===== src/rtl/lsu_ctrl.sv =====
// -----------------------------------------------------------------------------
// lsu_ctrl -- load/store initiator for the word-addressed data memory.
//
// Takes one CPU load/store request at a time (RV32I funct3 encodings), checks
// it, drives the memory with a word address, byte-lane write enables and
// lane-aligned write data, then returns a one-cycle response with the
// extended load data or an error flag.
//
// Handshake: a request transfers on a rising clk edge where req_valid and
// req_ready are both high. req_ready is high only while the controller is
// idle, so request inputs are ignored at every other time. rsp_valid is a
// one-cycle pulse with no backpressure; rsp_rdata/rsp_err are meaningful
// only while rsp_valid is high and otherwise hold their last value.
//
// Build option:
//   MISALIGN_SPLIT_EN  when defined, misaligned H/HU/W requests are split into
//                      two word accesses (ACC0 low word, ACC1 next word)
//                      instead of returning an error.
//
// Ports:
//   clk, rst           clock; synchronous active-high reset
//   req_valid/ready    request handshake
//   req_we             1 = store, 0 = load
//   req_funct3         000 B, 001 H, 010 W, 100 BU, 101 HU
//   req_addr           byte address
//   req_wdata          store data, right-justified
//   rsp_valid          one-cycle response strobe
//   rsp_rdata          extended load data (0 for stores and errors)
//   rsp_err            illegal funct3, misaligned or out-of-range request
//   mem_addr           word-aligned byte address to memory
//   mem_din            lane-placed store data
//   mem_we             byte-lane write enables
//   mem_dout           memory read data, combinational from mem_addr
// -----------------------------------------------------------------------------
module lsu_ctrl #(
   parameter int MEM_WORDS = 201
) (
   input  logic        clk,
   input  logic        rst,
   input  logic        req_valid,
   output logic        req_ready,
   input  logic        req_we,
   input  logic [2:0]  req_funct3,
   input  logic [31:0] req_addr,
   input  logic [31:0] req_wdata,
   output logic        rsp_valid,
   output logic [31:0] rsp_rdata,
   output logic        rsp_err,
   output logic [31:0] mem_addr,
   output logic [31:0] mem_din,
   output logic [3:0]  mem_we,
   input  logic [31:0] mem_dout
);

   localparam logic [31:0] MEM_WORDS_U = 32'(MEM_WORDS);

`ifdef MISALIGN_SPLIT_EN
   typedef enum logic [1:0] {
      IDLE = 2'd0,
      ACC0 = 2'd1,
      ACC1 = 2'd2,
      RESP = 2'd3
   } state_t;
`else
   typedef enum logic [1:0] {
      IDLE = 2'd0,
      ACC0 = 2'd1,
      RESP = 2'd3
   } state_t;
`endif

   state_t      state;

   // Latched request attributes used after acceptance.
   logic        we_q;
   logic [2:0]  f3_q;
   logic [1:0]  off_q;
`ifdef MISALIGN_SPLIT_EN
   logic        split_q;
   logic [31:0] wdata_q;
   logic [31:0] lo_q;      // low word of a split load, captured in ACC0
`endif

   // ------------------------------------------------------------------------
   // Request check, evaluated on the raw request inputs while idle.
   // ------------------------------------------------------------------------
   logic        f3_ok;
   logic        mis;
   logic        idx0_bad;
   logic        req_err;
   logic [9:0]  idx0;
   logic [31:0] rep_din;
   logic [31:0] acc0_din;

   assign idx0     = req_addr[11:2];
   assign idx0_bad = {22'd0, idx0} >= MEM_WORDS_U;

   always_comb begin
      f3_ok = 1'b0;
      mis   = 1'b0;
      case (req_funct3)
         3'b000: f3_ok = 1'b1;
         3'b001: begin
            f3_ok = 1'b1;
            mis   = req_addr[0];
         end
         3'b010: begin
            f3_ok = 1'b1;
            mis   = |req_addr[1:0];
         end
         // Unsigned variants exist only for loads.
         3'b100: f3_ok = !req_we;
         3'b101: begin
            f3_ok = !req_we;
            mis   = req_addr[0];
         end
         default: f3_ok = 1'b0;
      endcase
   end

   // Aligned store data is replicated across all lanes; the write enables
   // select the lanes that actually change.
   always_comb begin
      case (req_funct3[1:0])
         2'b00:   rep_din = {4{req_wdata[7:0]}};
         2'b01:   rep_din = {2{req_wdata[15:0]}};
         default: rep_din = req_wdata;
      endcase
   end

`ifdef MISALIGN_SPLIT_EN
   logic [9:0] idx1;
   logic       idx1_bad;
   logic       split;

   // Second word index wraps with the 32-bit address, so it wraps mod 1024.
   assign idx1     = idx0 + 10'd1;
   assign idx1_bad = {22'd0, idx1} >= MEM_WORDS_U;
   assign split    = f3_ok & mis;
   assign req_err  = !f3_ok | idx0_bad | (split & idx1_bad);
   // Split stores use the shifted 64-bit lane view; its low half goes first.
   assign acc0_din = split ? (req_wdata << {req_addr[1:0], 3'b000}) : rep_din;
`else
   assign req_err  = !f3_ok | mis | idx0_bad;
   assign acc0_din = rep_din;
`endif

   // ------------------------------------------------------------------------
   // Lane enables derived from the latched request.
   // ------------------------------------------------------------------------
   logic [3:0] base_we;
   logic [3:0] lo_we;

   always_comb begin
      case (f3_q[1:0])
         2'b00:   base_we = 4'b0001;
         2'b01:   base_we = 4'b0011;
         default: base_we = 4'b1111;
      endcase
   end

   assign lo_we = base_we << off_q;

`ifdef MISALIGN_SPLIT_EN
   logic [3:0]  hi_we;
   logic [31:0] hi_din;

   // Upper halves of the 64-bit lane view, driven during ACC1.
   assign hi_we  = 4'(({4'd0, base_we} << off_q) >> 4);
   assign hi_din = 32'(({32'd0, wdata_q} << {off_q, 3'b000}) >> 32);
`endif

   // Write enables are combinational so that a reset asserted during an
   // access cycle suppresses that cycle's write.
   always_comb begin
      mem_we = 4'b0000;
      if (!rst && we_q) begin
         if (state == ACC0) begin
            mem_we = lo_we;
         end
`ifdef MISALIGN_SPLIT_EN
         else if (state == ACC1) begin
            mem_we = hi_we;
         end
`endif
      end
   end

   // Shift the (up to) two-word read window down to the addressed byte and
   // apply the sign/zero extension selected by funct3.
   function automatic logic [31:0] extend(input logic [63:0] pair,
                                          input logic [1:0]  off,
                                          input logic [2:0]  f3);
      logic [31:0] sh;
      sh = 32'(pair >> {off, 3'b000});
      case (f3)
         3'b000:  extend = {{24{sh[7]}}, sh[7:0]};
         3'b001:  extend = {{16{sh[15]}}, sh[15:0]};
         3'b100:  extend = {24'd0, sh[7:0]};
         3'b101:  extend = {16'd0, sh[15:0]};
         default: extend = sh;
      endcase
   endfunction

   // ------------------------------------------------------------------------
   // Control FSM with registered outputs.
   // ------------------------------------------------------------------------
   always_ff @(posedge clk) begin
      if (rst) begin
         state     <= IDLE;
         req_ready <= 1'b1;
         rsp_valid <= 1'b0;
         rsp_rdata <= 32'd0;
         rsp_err   <= 1'b0;
         mem_addr  <= 32'd0;
         mem_din   <= 32'd0;
         we_q      <= 1'b0;
         f3_q      <= 3'd0;
         off_q     <= 2'd0;
`ifdef MISALIGN_SPLIT_EN
         split_q   <= 1'b0;
         wdata_q   <= 32'd0;
         lo_q      <= 32'd0;
`endif
      end else begin
         case (state)
            IDLE: begin
               rsp_valid <= 1'b0;
               if (req_valid) begin
                  we_q      <= req_we;
                  f3_q      <= req_funct3;
                  off_q     <= req_addr[1:0];
                  req_ready <= 1'b0;
`ifdef MISALIGN_SPLIT_EN
                  wdata_q   <= req_wdata;
                  split_q   <= split;
`endif
                  if (req_err) begin
                     // Rejected requests never touch memory.
                     state     <= RESP;
                     rsp_valid <= 1'b1;
                     rsp_err   <= 1'b1;
                     rsp_rdata <= 32'd0;
                  end else begin
                     state     <= ACC0;
                     mem_addr  <= {req_addr[31:2], 2'b00};
                     mem_din   <= acc0_din;
                  end
               end
            end

            ACC0: begin
`ifdef MISALIGN_SPLIT_EN
               if (split_q) begin
                  lo_q     <= mem_dout;
                  mem_addr <= mem_addr + 32'd4;
                  mem_din  <= hi_din;
                  state    <= ACC1;
               end else
`endif
               begin
                  rsp_valid <= 1'b1;
                  rsp_err   <= 1'b0;
                  rsp_rdata <= we_q ? 32'd0 : extend({32'd0, mem_dout}, off_q, f3_q);
                  state     <= RESP;
               end
            end

`ifdef MISALIGN_SPLIT_EN
            ACC1: begin
               rsp_valid <= 1'b1;
               rsp_err   <= 1'b0;
               rsp_rdata <= we_q ? 32'd0 : extend({mem_dout, lo_q}, off_q, f3_q);
               state     <= RESP;
            end
`endif

            RESP: begin
               rsp_valid <= 1'b0;
               req_ready <= 1'b1;
               state     <= IDLE;
            end

            default: begin
               rsp_valid <= 1'b0;
               req_ready <= 1'b1;
               state     <= IDLE;
            end
         endcase
      end
   end

endmodule


===== config.mk =====
export PLATFORM = sky130hd
export DESIGN_NAME = lsu_ctrl
export DESIGN_NICKNAME = d
export VERILOG_FILES = /design/src/rtl/lsu_ctrl.sv
export SDC_FILE = /design/constraint.sdc
export NUM_CORES = 1
export LEC_CHECK = 0
export BUFFER_PORTS_ARGS = -buffer_cell sky130_fd_sc_hd__clkbuf_2
export CAP_MARGIN = 15
export CORE_MARGIN = 1.5
export CORE_UTILIZATION = 40
export CTS_CLUSTER_DIAMETER = 30
export CTS_CLUSTER_SIZE = 30
export DETAILED_ROUTE_END_ITERATION = 12
export PLACE_DENSITY = 0.7
export SETUP_SLACK_MARGIN = 0.4
export SYNTH_ARGS = -nofsm -noshare
export SYNTH_HDL_FRONTEND = slang
export SYNTH_SLANG_ARGS = --single-unit

===== constraint.sdc =====
create_clock -name clk -period 3.9 [get_ports clk]
set_input_delay 0.585 -clock clk [delete_from_list [all_inputs] [get_ports clk]]
set_output_delay 0.585 -clock clk [all_outputs]
set_load 0.02 [all_outputs]

==> flow_summary.json, run 1 <==
{
  "status": "finished, final reports clean",
  "worstRegToRegCells": 5,
  "synth_edf_count": 0,
  "initial_utilization_pct": 40.8,
  "ios": 206,
  "vdd_drop_max_mv": 0.282,
  "drt_wl_total_mm": 14.0,
  "fillers": 1095,
  "yosys-top-cells-count": "nand2_1, dfxtp_1, a21oi_1, nor2_1, mux2i_1",
  "p_per_area_mw_per_mm2": 419,
  "crit_type": "reg2reg",
  "async_flop_share_pct": 0,
  "grt_pass1_wl_mm": 22.4,
  "grt_max_degree": 71,
  "vias": 4686,
  "setup_viol": 0,
  "whs_path_depth": 3,
  "crit_start": "off_q[1]$_SDFFE_PP0P_",
  "globalRouteTotalUtil_pct": 22.4,
  "final_layout_size_suffix_gt1_share_pct": 32.5,
  "synth_seq_cells": 105,
  "drt_iter0_drc": 258,
  "root_buffer": "clkbuf_16",
  "die_x_um": 111,
  "tightest_slew_ns": 0.887,
  "worstHoldStart": "req_addr[21]",
  "dp_slack_ns": 1.07,
  "min_period_over_period_pct": 65.4,
  "endpoint_kind": "flip-flop",
  "setup_tns_ns": 0,
  "wl_per_cell_um": 15.7,
  "syn_area_per_cell_um2": 8.17,
  "rsz0062_at_grt": "no",
  "worstSetupStartpointType": "flip-flop",
  "fmax_ghz": 0.392,
  "holdPathEnd": "mem_addr[21]$_SDFFE_PP0P_",
  "use_met3_pct": 6.86,
  "drt.antenna.violating_nets": 0,
  "vias_per_cell": 5.28,
  "use_met1_pct": 26.5,
  "dp_hpwl_mm": 10.3,
  "synth_area_leaders": "dfxtp_1, nand2_1, mux2i_1, a21oi_1, a211oi_1",
  "place.gp.congestion": 0.900,
  "synthMostInstantiatedCell": "nand2_1",
  "core_mm2": 0.0114,
  "row_count": 39,
  "ff2ff_setup_slack_ns": 1.35,
  "crit_arrival_ns": 2.73,
  "synthToLayoutAreaGrowth_pct": 29.2,
  "slew_violations": 0,
  "die_area_mm2": 0.0122,
  "cts_tree": "yes",
  "slew_headroom_pct": 40.8,
  "syn-cell-area_mm2": 0.00463,
  "cts_resized": 0,
  "reg2reg_from": "off_q[1]$_SDFFE_PP0P_",
  "synth_warnings": 0,
  "met2_usage_pct": 38.6,
  "first_global_vias": 4599,
  "clock_sinks": 105,
  "cts_setup_buffers": 0,
  "r2r_end": "rsp_rdata[27]$_SDFFE_PP0P_",
  "clock_skew_ns": 0.00704,
  "drc": 0,
  "netlist.area_leader.share_pct": 45.4,
  "crit_chain": "inv_2, nand4_1, o211ai_1, a31oi_2, a211oi_1",
  "p_leak_nw": 2.54,
  "layout_setup_ws_ns": 1.35,
  "postCtsHoldBufs": 0,
  "netlist_instances": 567,
  "numCtsBuffers": 9,
  "drtPass1Iterations": 4,
  "cp.required_ns": 4.08,
  "cp_max_fo": 17,
  "clk_latency_ns": 0.34,
  "htree_levels": 3,
  "chipHeight_um": 111,
  "path_clk_slew_ns": 0.07,
  "clockBufferDepth": 2,
  "gr-max-usage-layer": "met2",
  "grt_antenna_before_repair": 0,
  "overflow": 0,
  "yosysTopAreaCell": "dfxtp_1",
  "finalHoldViolCount": 0,
  "cp_slowest_cell": "dfxtp_1",
  "max_cap_violations": 0,
  "final_nets": 844,
  "period_minus_slack_ns": 2.55,
  "antenna_cells": 0,
  "synth.yosys.seq_area_share_pct": 45.4,
  "synth_ff_type": "dfxtp_1",
  "synth_cell_types": 45,
  "hold_path.class": "in2reg",
  "io_buffers": 203,
  "critical-path-max-stage-delay_ns": 0.90
}
==> worst max-delay path: cells and delay by family (launching register included) <==
kind	cells	cell delay, ns
simple gates	1	0.19
compound gates	3	0.98
buf+inv	1	0.31
flops	1	0.90
==> cells by family (layout without fill, tap and decap cells) <==
| family | count (synthesis) | count (layout) | synth area share (%) |
|---|---|---|---|
| compound gates | 149 | 149 | 20.8 |
| flops | 105 | 105 | 45.4 |
| simple gates | 220 | 220 | 19.2 |
| other cells | 1 | 2 | 0.0809 |
| xor+xnor | 1 | 1 | 0.189 |
| buf+inv | 50 | 227 | 5.08 |
| mux | 41 | 41 | 9.34 |
==> cell usage in the layout, fill, tap and decap left out, drive strengths merged, types with 3 or more instances in the layout <==
cell type and count:
clkbuf 211, nand2 149, dfxtp 105, a21oi 58, nor2 48, mux2i 32, a211oi 24, o21ai 24
o211ai 16, a22o 8, mux2 8, a311oi 8, buf 8, nor3 4, nor2b 3, nor3b 3
inv 3
==> power by group <==
group / internal, mW / switching (mW)
registers: 1.12 / 0.0343
clock network: 0.563 / 0.414
logic: 0.145 / 0.235
total: 1.82 / 0.683
==> metal layers <==
metal | wire, µm | up-vias
li1 | - | 2310
met4 | 282 | 0
met1 | 5800 | 2171
met2 | 6910 | 179
met3 | 982 | 26
met5 | 0 | -
==> worst max-delay path by stage <==
stage | end | slack [ns] | cells past startpoint
floorplan | mem_we[2] | 1.46 | 5
global placement | mem_din[12]$_SDFFE_PP0P_ | 1.18 | 7
detailed placement | rsp_rdata[22]$_SDFFE_PP0P_ | 1.07 | 6
CTS | mem_din[14]$_SDFFE_PP0P_ | 1.37 | 6
global route | mem_din[12]$_SDFFE_PP0P_ | 1.09 | 6
finish | rsp_rdata[27]$_SDFFE_PP0P_ | 1.35 | 5
==> layout make-up <==
type | instances | area [µm²] | share of cell area (%)
Timing Repair Buffer | 210 | 1080 | 18.0
Tap cell | 143 | 179 | 2.99
Inverter | 2 | 7.51 | 0.125
Sequential cell | 105 | 2100 | 35.1
Clock buffer | 9 | 225 | 3.76
Clock inverter | 6 | 92.6 | 1.55
Multi-Input combinational cell | 413 | 2300 | 38.4
==> flip-flops by register name, indices dropped and copies added (netlist names) <==
register,flops
mem_addr,30
mem_din,32
state,2
off_q,2
req_ready,1
f3_q,3
rsp_rdata,32
we_q,1
rsp_err,1
rsp_valid,1
==> stage by stage <==
step	power (mW)	area, µm²	std cells	hold slack (ns)	utilization [%]
floorplan	1.40	4640	568	0.467	-
global placement	1.54	5670	873	0.442	49.9
detailed placement	1.55	5670	873	0.447	49.9
CTS	2.53	5990	888	0.444	52.7
global route	2.61	5990	888	0.459	52.7
finish	2.51	5990	888	0.453	52.7
Power figures use the tool's default switching activity.
==> inputs of run 2 (changes only) <==
ABC_AREA = 1   (was unset)
PLACE_DENSITY = 0.71   (was 0.7)
clock period = 2.1 ns   (was 3.9 ns; I/O delays follow)
==> flow_summary.json, run 2 <==
{
  "status": "finished, final reports clean",
  "fillers": 1211,
  "clock_skew_ns": 0.0116,
  "vdd_drop_max_mv": 0.437,
  "setup_viol": 0,
  "period_minus_slack_ns": 1.71,
  "synthMostInstantiatedCell": "nand2_1",
  "p_per_area_mw_per_mm2": 709,
  "switching_power_mw": 1.41,
  "row_count": 40,
  "slew_violations": 0,
  "cp_max_fo": 2,
  "pwr-share-comb_pct": 21.2,
  "synth_warnings": 0,
  "synth.area.mux_share_pct": 0,
  "finalHoldViolCount": 0,
  "rsz0062_at_grt": "yes",
  "slew_headroom_pct": 44.6,
  "antenna_cells": 0,
  "netlist_instances": 754,
  "synth_area_leaders": "dfxtp_1, nand2_1, a21oi_1, nand3_1, nor2_1",
  "yosys.area_share.simple_pct": 34.4,
  "endpoint_kind": "primary output",
  "synth_ff_type": "dfxtp_1",
  "netlist.area_leader.share_pct": 42.8,
  "syn-cell-area_mm2": 0.00491,
  "synthToLayoutAreaGrowth_pct": 35.1,
  "whs_ns": 0.184,
  "reg_top3": "mem_din x32, rsp_rdata x32, mem_addr x30",
  "synth_top_family_by_area": "simple AND/OR/NAND/NOR gates",
  "met2WireLength_mm": 7.35,
  "clk_latency_ns": 0.35,
  "multiInputGateArea_mm2": 0.00246,
  "final-seq-area_mm2": 0.00211,
  "final_cell_mix": "nand2_1, clkbuf_2, a21oi_1",
  "drt_iter0_drc": 492,
  "synthAdderAreaFrac_pct": 0,
  "power_mw": 4.70,
  "grt_max_degree": 77,
  "drt_wl_total_mm": 15.7,
  "internal_power_mw": 3.29,
  "clockBufferDepth": 2,
  "synth.yosys.seq_area_share_pct": 42.8,
  "globalRouteTotalUtil_pct": 24.2,
  "synth_seq_cells": 105,
  "drc": 0,
  "dr_wl_met3_mm": 1.33,
  "layout.cells.non_filler": 1113,
  "tightest_slew_ns": 0.831,
  "critPathMostFrequentCell": "inv_2",
  "syn_area_per_cell_um2": 6.51,
  "grt_antenna_before_repair": 0,
  "crit_type": "reg2out",
  "dpl_cell_area_mm2": 0.00605,
  "drtPass1Iterations": 5,
  "grt_pass1_wl_mm": 25.0,
  "synth_cell_types": 26,
  "vias": 5596,
  "hold_path.class": "in2reg",
  "die_area_mm2": 0.0129,
  "wl_per_cell_um": 14.1,
  "switching_share_pct": 30.0,
  "htree_levels": 3,
  "die_x_um": 114,
  "ios": 206,
  "clock_sinks": 105,
  "drt-met1-wl_mm": 6.77,
  "cts_tree": "yes",
  "clock_power_share_pct": 33.9,
  "max_cap_violations": 0,
  "place.gp.congestion": 0.885,
  "top_layer_used": "met4",
  "final_nets": 1064,
  "initial_utilization_pct": 40.9,
  "numCtsBuffers": 9,
  "first_global_vias": 5127,
  "yosys-top-cells-count": "nand2_1, a21oi_1, dfxtp_1, nor2_1, nand3_1",
  "root_buffer": "clkbuf_16",
  "drt.antenna.violating_nets": 0,
  "dp_hpwl_mm": 10.9,
  "numPlacedInstances": 1077,
  "async_flop_share_pct": 0,
  "path_clk_slew_ns": 0.07,
  "chipHeight_um": 114,
  "synth_compound_area_share_pct": 14.5,
  "fmax_ghz": 0.586,
  "cp.required_ns": 1.78,
  "layout_commonest_cell": "nand2_1",
  "overflow": 0,
  "cp_slowest_cell": "dfxtp_2",
  "min_period_over_period_pct": 81.3,
  "yosysTopAreaCell": "dfxtp_1",
  "fin_area_mm2": 0.00663,
  "io_buffers": 203,
  "power.share.sequential_pct": 44.9,
  "crit_chain": "inv_2, nand2_4, inv_2, nand2_2, nor3_1, clkbuf_2",
  "vias_per_cell": 5.03,
  "p_leak_nw": 3.22,
  "setup_tns_ns": 0,
  "synth_edf_count": 0,
  "synth_xor_area_share_pct": 0,
  "critical-path-max-stage-delay_ns": 0.33,
  "worstSetupStartpointType": "flip-flop",
  "final_layout_size_suffix_gt1_share_pct": 29.3,
  "crit_arrival_ns": 1.39,
  "core_mm2": 0.0120
}
-- run 2: routing by layer --
metal | vias to the layer above | track usage [%]
met1 | 2504 | 31.1
li1 | 2800 | -
met2 | 270 | 40.1
met5 | - | 0
met3 | 22 | 5.69
met4 | 0 | 8.17
-- run 2: cells by family (layout without fill, tap and decap cells) --
kind of cell           Yosys count  in the layout
other                            1              2
and+or+nand+nor                425            425
DFF                            105            105
buffers and inverters           85            296
AOI/OAI and AO/OA              138            138
-- run 2: path summary, 6_finish.rpt --
kind	start	endpoint	slack [ns]	cells past startpoint
max	state[1]$_SDFFE_PP0N_	mem_we[0]	0.39	6
min reg2reg	mem_addr[11]$_SDFFE_PP0P_	mem_addr[11]$_SDFFE_PP0P_	0.45	2
max reg2reg	state[1]$_SDFFE_PP0N_	rsp_rdata[17]$_SDFFE_PP0P_	0.52	9
min	req_addr[26]	mem_addr[26]$_SDFFE_PP0P_	0.18	3
-- run 2: repair_timing --
action	CTS	global route
setup buffers	12	5
resized for setup	22	18
hold buffers	0	0
gates cloned	2	1
endpoints found under the hold margin	0	0
setup endpoints to repair	5	22
pin swaps	4	6
-- run 2: area by class of cell --
class | count | share of cell area, %
clock inverter | 4 | 0.434
multi-input combinational | 565 | 37.1
inverter | 39 | 2.36
timing repair inverter | 1 | 0.113
clock buffer | 12 | 3.72
sequential | 105 | 31.9
tap | 147 | 2.77
timing repair buffer | 240 | 21.6
-- run 2: through the flow --
stage               utilization [%]  setup WS [ns]
finish                         55.2          0.394
detailed placement             50.4          0.331
global route                   55.2          0.382
global placement               50.4          0.359
CTS                            54.4          0.394
floorplan                         -          0.458
-- run 2: worst max-delay path, delay by kind of cell, from the launching register on --
| kind | cells | cell delay, ns |
|---|---|---|
| and+or+nand+nor | 3 | 0.34 |
| buffers and inverters | 3 | 0.36 |
| DFF | 1 | 0.33 |
-- run 2: power by group through the flow --
stage          combinational, mW  sequential [mW]  clock [mW]
2_1_floorplan              0.481             2.21           0
3_3_place_gp               0.865             2.15           0
3_5_place_dp               0.866             2.15           0
4_1_cts                    0.944             2.11        1.63
5_1_grt                     1.10             2.12        1.71
6_report                   0.997             2.11        1.59
==> inputs of run 3 (changes only) <==
clock period = 1.5 ns   (was 2.1 ns; I/O delays follow)
==> flow_summary.json, run 3 (synthesis results as in run 2) <==
{
  "wl_per_cell_um": 21.8,
  "hold_path.class": "in2reg",
  "drc": 0,
  "root_buffer": "clkbuf_16",
  "use_met3_pct": 7.23,
  "reg2reg_from": "state[1]$_SDFFE_PP0N_",
  "slew_violations": 0,
  "path_buf_inv": 3,
  "overflow": 0,
  "worstRegToRegCells": 10,
  "min_period_over_period_pct": 112,
  "clockBufferDepth": 2,
  "worstSetupStartpointType": "flip-flop",
  "cts_tree": "yes",
  "finalHoldViolCount": 0,
  "cp_slowest_cell": "dfxtp_2",
  "drt_wl_total_mm": 26.0,
  "layout_setup_ws_ns": -0.177,
  "whs_path_depth": 3,
  "grt_antenna_before_repair": 2,
  "final_nets": 1139,
  "htree_levels": 3,
  "crit_chain": "inv_2, nand2_2, inv_2, nand2_4, a221oi_4, clkbuf_8",
  "drtPass1Iterations": 5,
  "drt_iter0_drc": 897,
  "max_cap_violations": 0,
  "ios": 206,
  "violations": "negative setup slack",
  "synthToLayoutAreaGrowth_pct": 94.5,
  "clock_skew_ns": 0.0127,
  "io_buffers": 203,
  "vias": 6986,
  "tightest_slew_ns": 0.647,
  "first_global_vias": 6230,
  "final_layout_size_suffix_gt1_share_pct": 62.3,
  "p_leak_nw": 4.44,
  "critPathMostFrequentCell": "inv_2",
  "numPlacedInstances": 1088,
  "layout.cells.non_filler": 1190,
  "fillers": 630,
  "met2_usage_pct": 54.9,
  "use_met1_pct": 36.4,
  "gr-max-usage-layer": "met2",
  "initial_utilization_pct": 40.9,
  "ff2ff_setup_slack_ns": -0.14,
  "crit_type": "reg2out",
  "vdd_drop_max_mv": 0.506,
  "path_clk_slew_ns": 0.08,
  "chipHeight_um": 114,
  "dp_slack_ns": -0.0582,
  "numCtsBuffers": 9,
  "drt.antenna.violating_nets": 0,
  "critical-path-max-stage-delay_ns": 0.34,
  "die_area_mm2": 0.0129,
  "dp_hpwl_mm": 11.3,
  "fmax_ghz": 0.596,
  "core_mm2": 0.0120,
  "clk_latency_ns": 0.36,
  "fin_util_pct": 79.4,
  "setup_viol": 55,
  "cp_max_fo": 3,
  "final_cell_mix": "nand2_1, clkbuf_2, buf_4",
  "globalRouteTotalUtil_pct": 31.6,
  "vias_per_cell": 5.87,
  "r2r_end": "mem_din[9]$_SDFFE_PP0P_",
  "p_per_area_mw_per_mm2": 781,
  "critPathTopFamily": "buffers and inverters",
  "worstHoldStart": "req_addr[17]",
  "rsz0062_at_grt": "yes",
  "grt_pass1_wl_mm": 32.0,
  "holdPathEnd": "mem_addr[17]$_SDFFE_PP0P_",
  "endpoint_kind": "primary output",
  "layout_commonest_cell": "nand2_1",
  "clock_sinks": 105,
  "cp.required_ns": 1.27,
  "grt_max_degree": 85,
  "crit_arrival_ns": 1.45,
  "row_count": 40,
  "slew_headroom_pct": 56.7,
  "die_x_um": 114,
  "period_minus_slack_ns": 1.68,
  "reg_top3": "mem_din x32, rsp_rdata x32, mem_addr x30",
  "status": "finished with violations",
  "place.gp.congestion": 0.861
}
[run 3: worst register-to-register path, cell delays in order, from the launching register on]
cell and delay [ns]:
dfxtp_2 0.34, nor2_1 0.18, nand2_2 0.13, inv_2 0.11, nand3_4 0.15, clkinv_8 0.11
buf_12 0.12, buf_12 0.10, buf_16 0.12, nand2_4 0.05, a21oi_2 0.17
[run 3: metal layers]
metal	up-vias	routed length [µm]
li1	2971	-
met1	3206	8980
met2	605	12400
met3	204	2560
met4	0	2060
met5	-	0
[run 3: worst max-delay path by stage]
stage | startpoint | end | cells past startpoint
after floorplan | off_q[0]$_SDFFE_PP0P_ | rsp_rdata[20]$_SDFFE_PP0P_ | 9
after global placement | req_funct3[1] | rsp_rdata[27]$_SDFFE_PP0P_ | 10
after detailed placement | req_funct3[1] | mem_din[29]$_SDFFE_PP0P_ | 9
after CTS | f3_q[1]$_SDFFE_PP0P_ | mem_we[3] | 5
after global routing | state[1]$_SDFFE_PP0N_ | mem_we[2] | 6
final | state[1]$_SDFFE_PP0N_ | mem_we[2] | 6
[run 3: per-stage QoR]
| step | total power [mW] | cell area, µm² | TNS, ns | hold slack, ns |
|---|---|---|---|---|
| 2_1_floorplan | 3.86 | 5120 | 0 | 0.360 |
| 5_1_grt | 7.66 | 9540 | -6.82 | 0.0938 |
| 4_1_cts | 7.13 | 8730 | -0.200 | 0.0799 |
| 6_report | 7.45 | 9540 | -3.82 | 0.0874 |
| 3_3_place_gp | 4.34 | 6320 | -0.173 | 0.425 |
| 3_5_place_dp | 4.35 | 6320 | -1.76 | 0.437 |
[run 3: power by group]
part | switching [mW] | total, mW | internal, mW
clock network | 1.19 | 2.37 | 1.18
logic | 1.22 | 2.12 | 0.901
registers | 0.0819 | 2.97 | 2.89
[run 3: what timing repair did]
action	4_1_cts	5_1_grt
buffers inserted	42	21
endpoints found under the setup margin	148	183
gates cloned	19	2
hold buffers	0	0
gates resized for setup	372	259
pin swaps	86	47
[run 3: cell type report]
cell class / instances / area, µm² / share of cell area, %
multi-input cells: 566 / 3530 / 37.0
repair buffers: 315 / 3120 / 32.6
flip-flops and latches: 105 / 2220 / 23.3
clock buffers: 10 / 239 / 2.50
inverters: 39 / 204 / 2.14
well taps: 147 / 184 / 1.93
clock inverters: 6 / 42.5 / 0.446
diodes: 2 / 5.00 / 0.0524
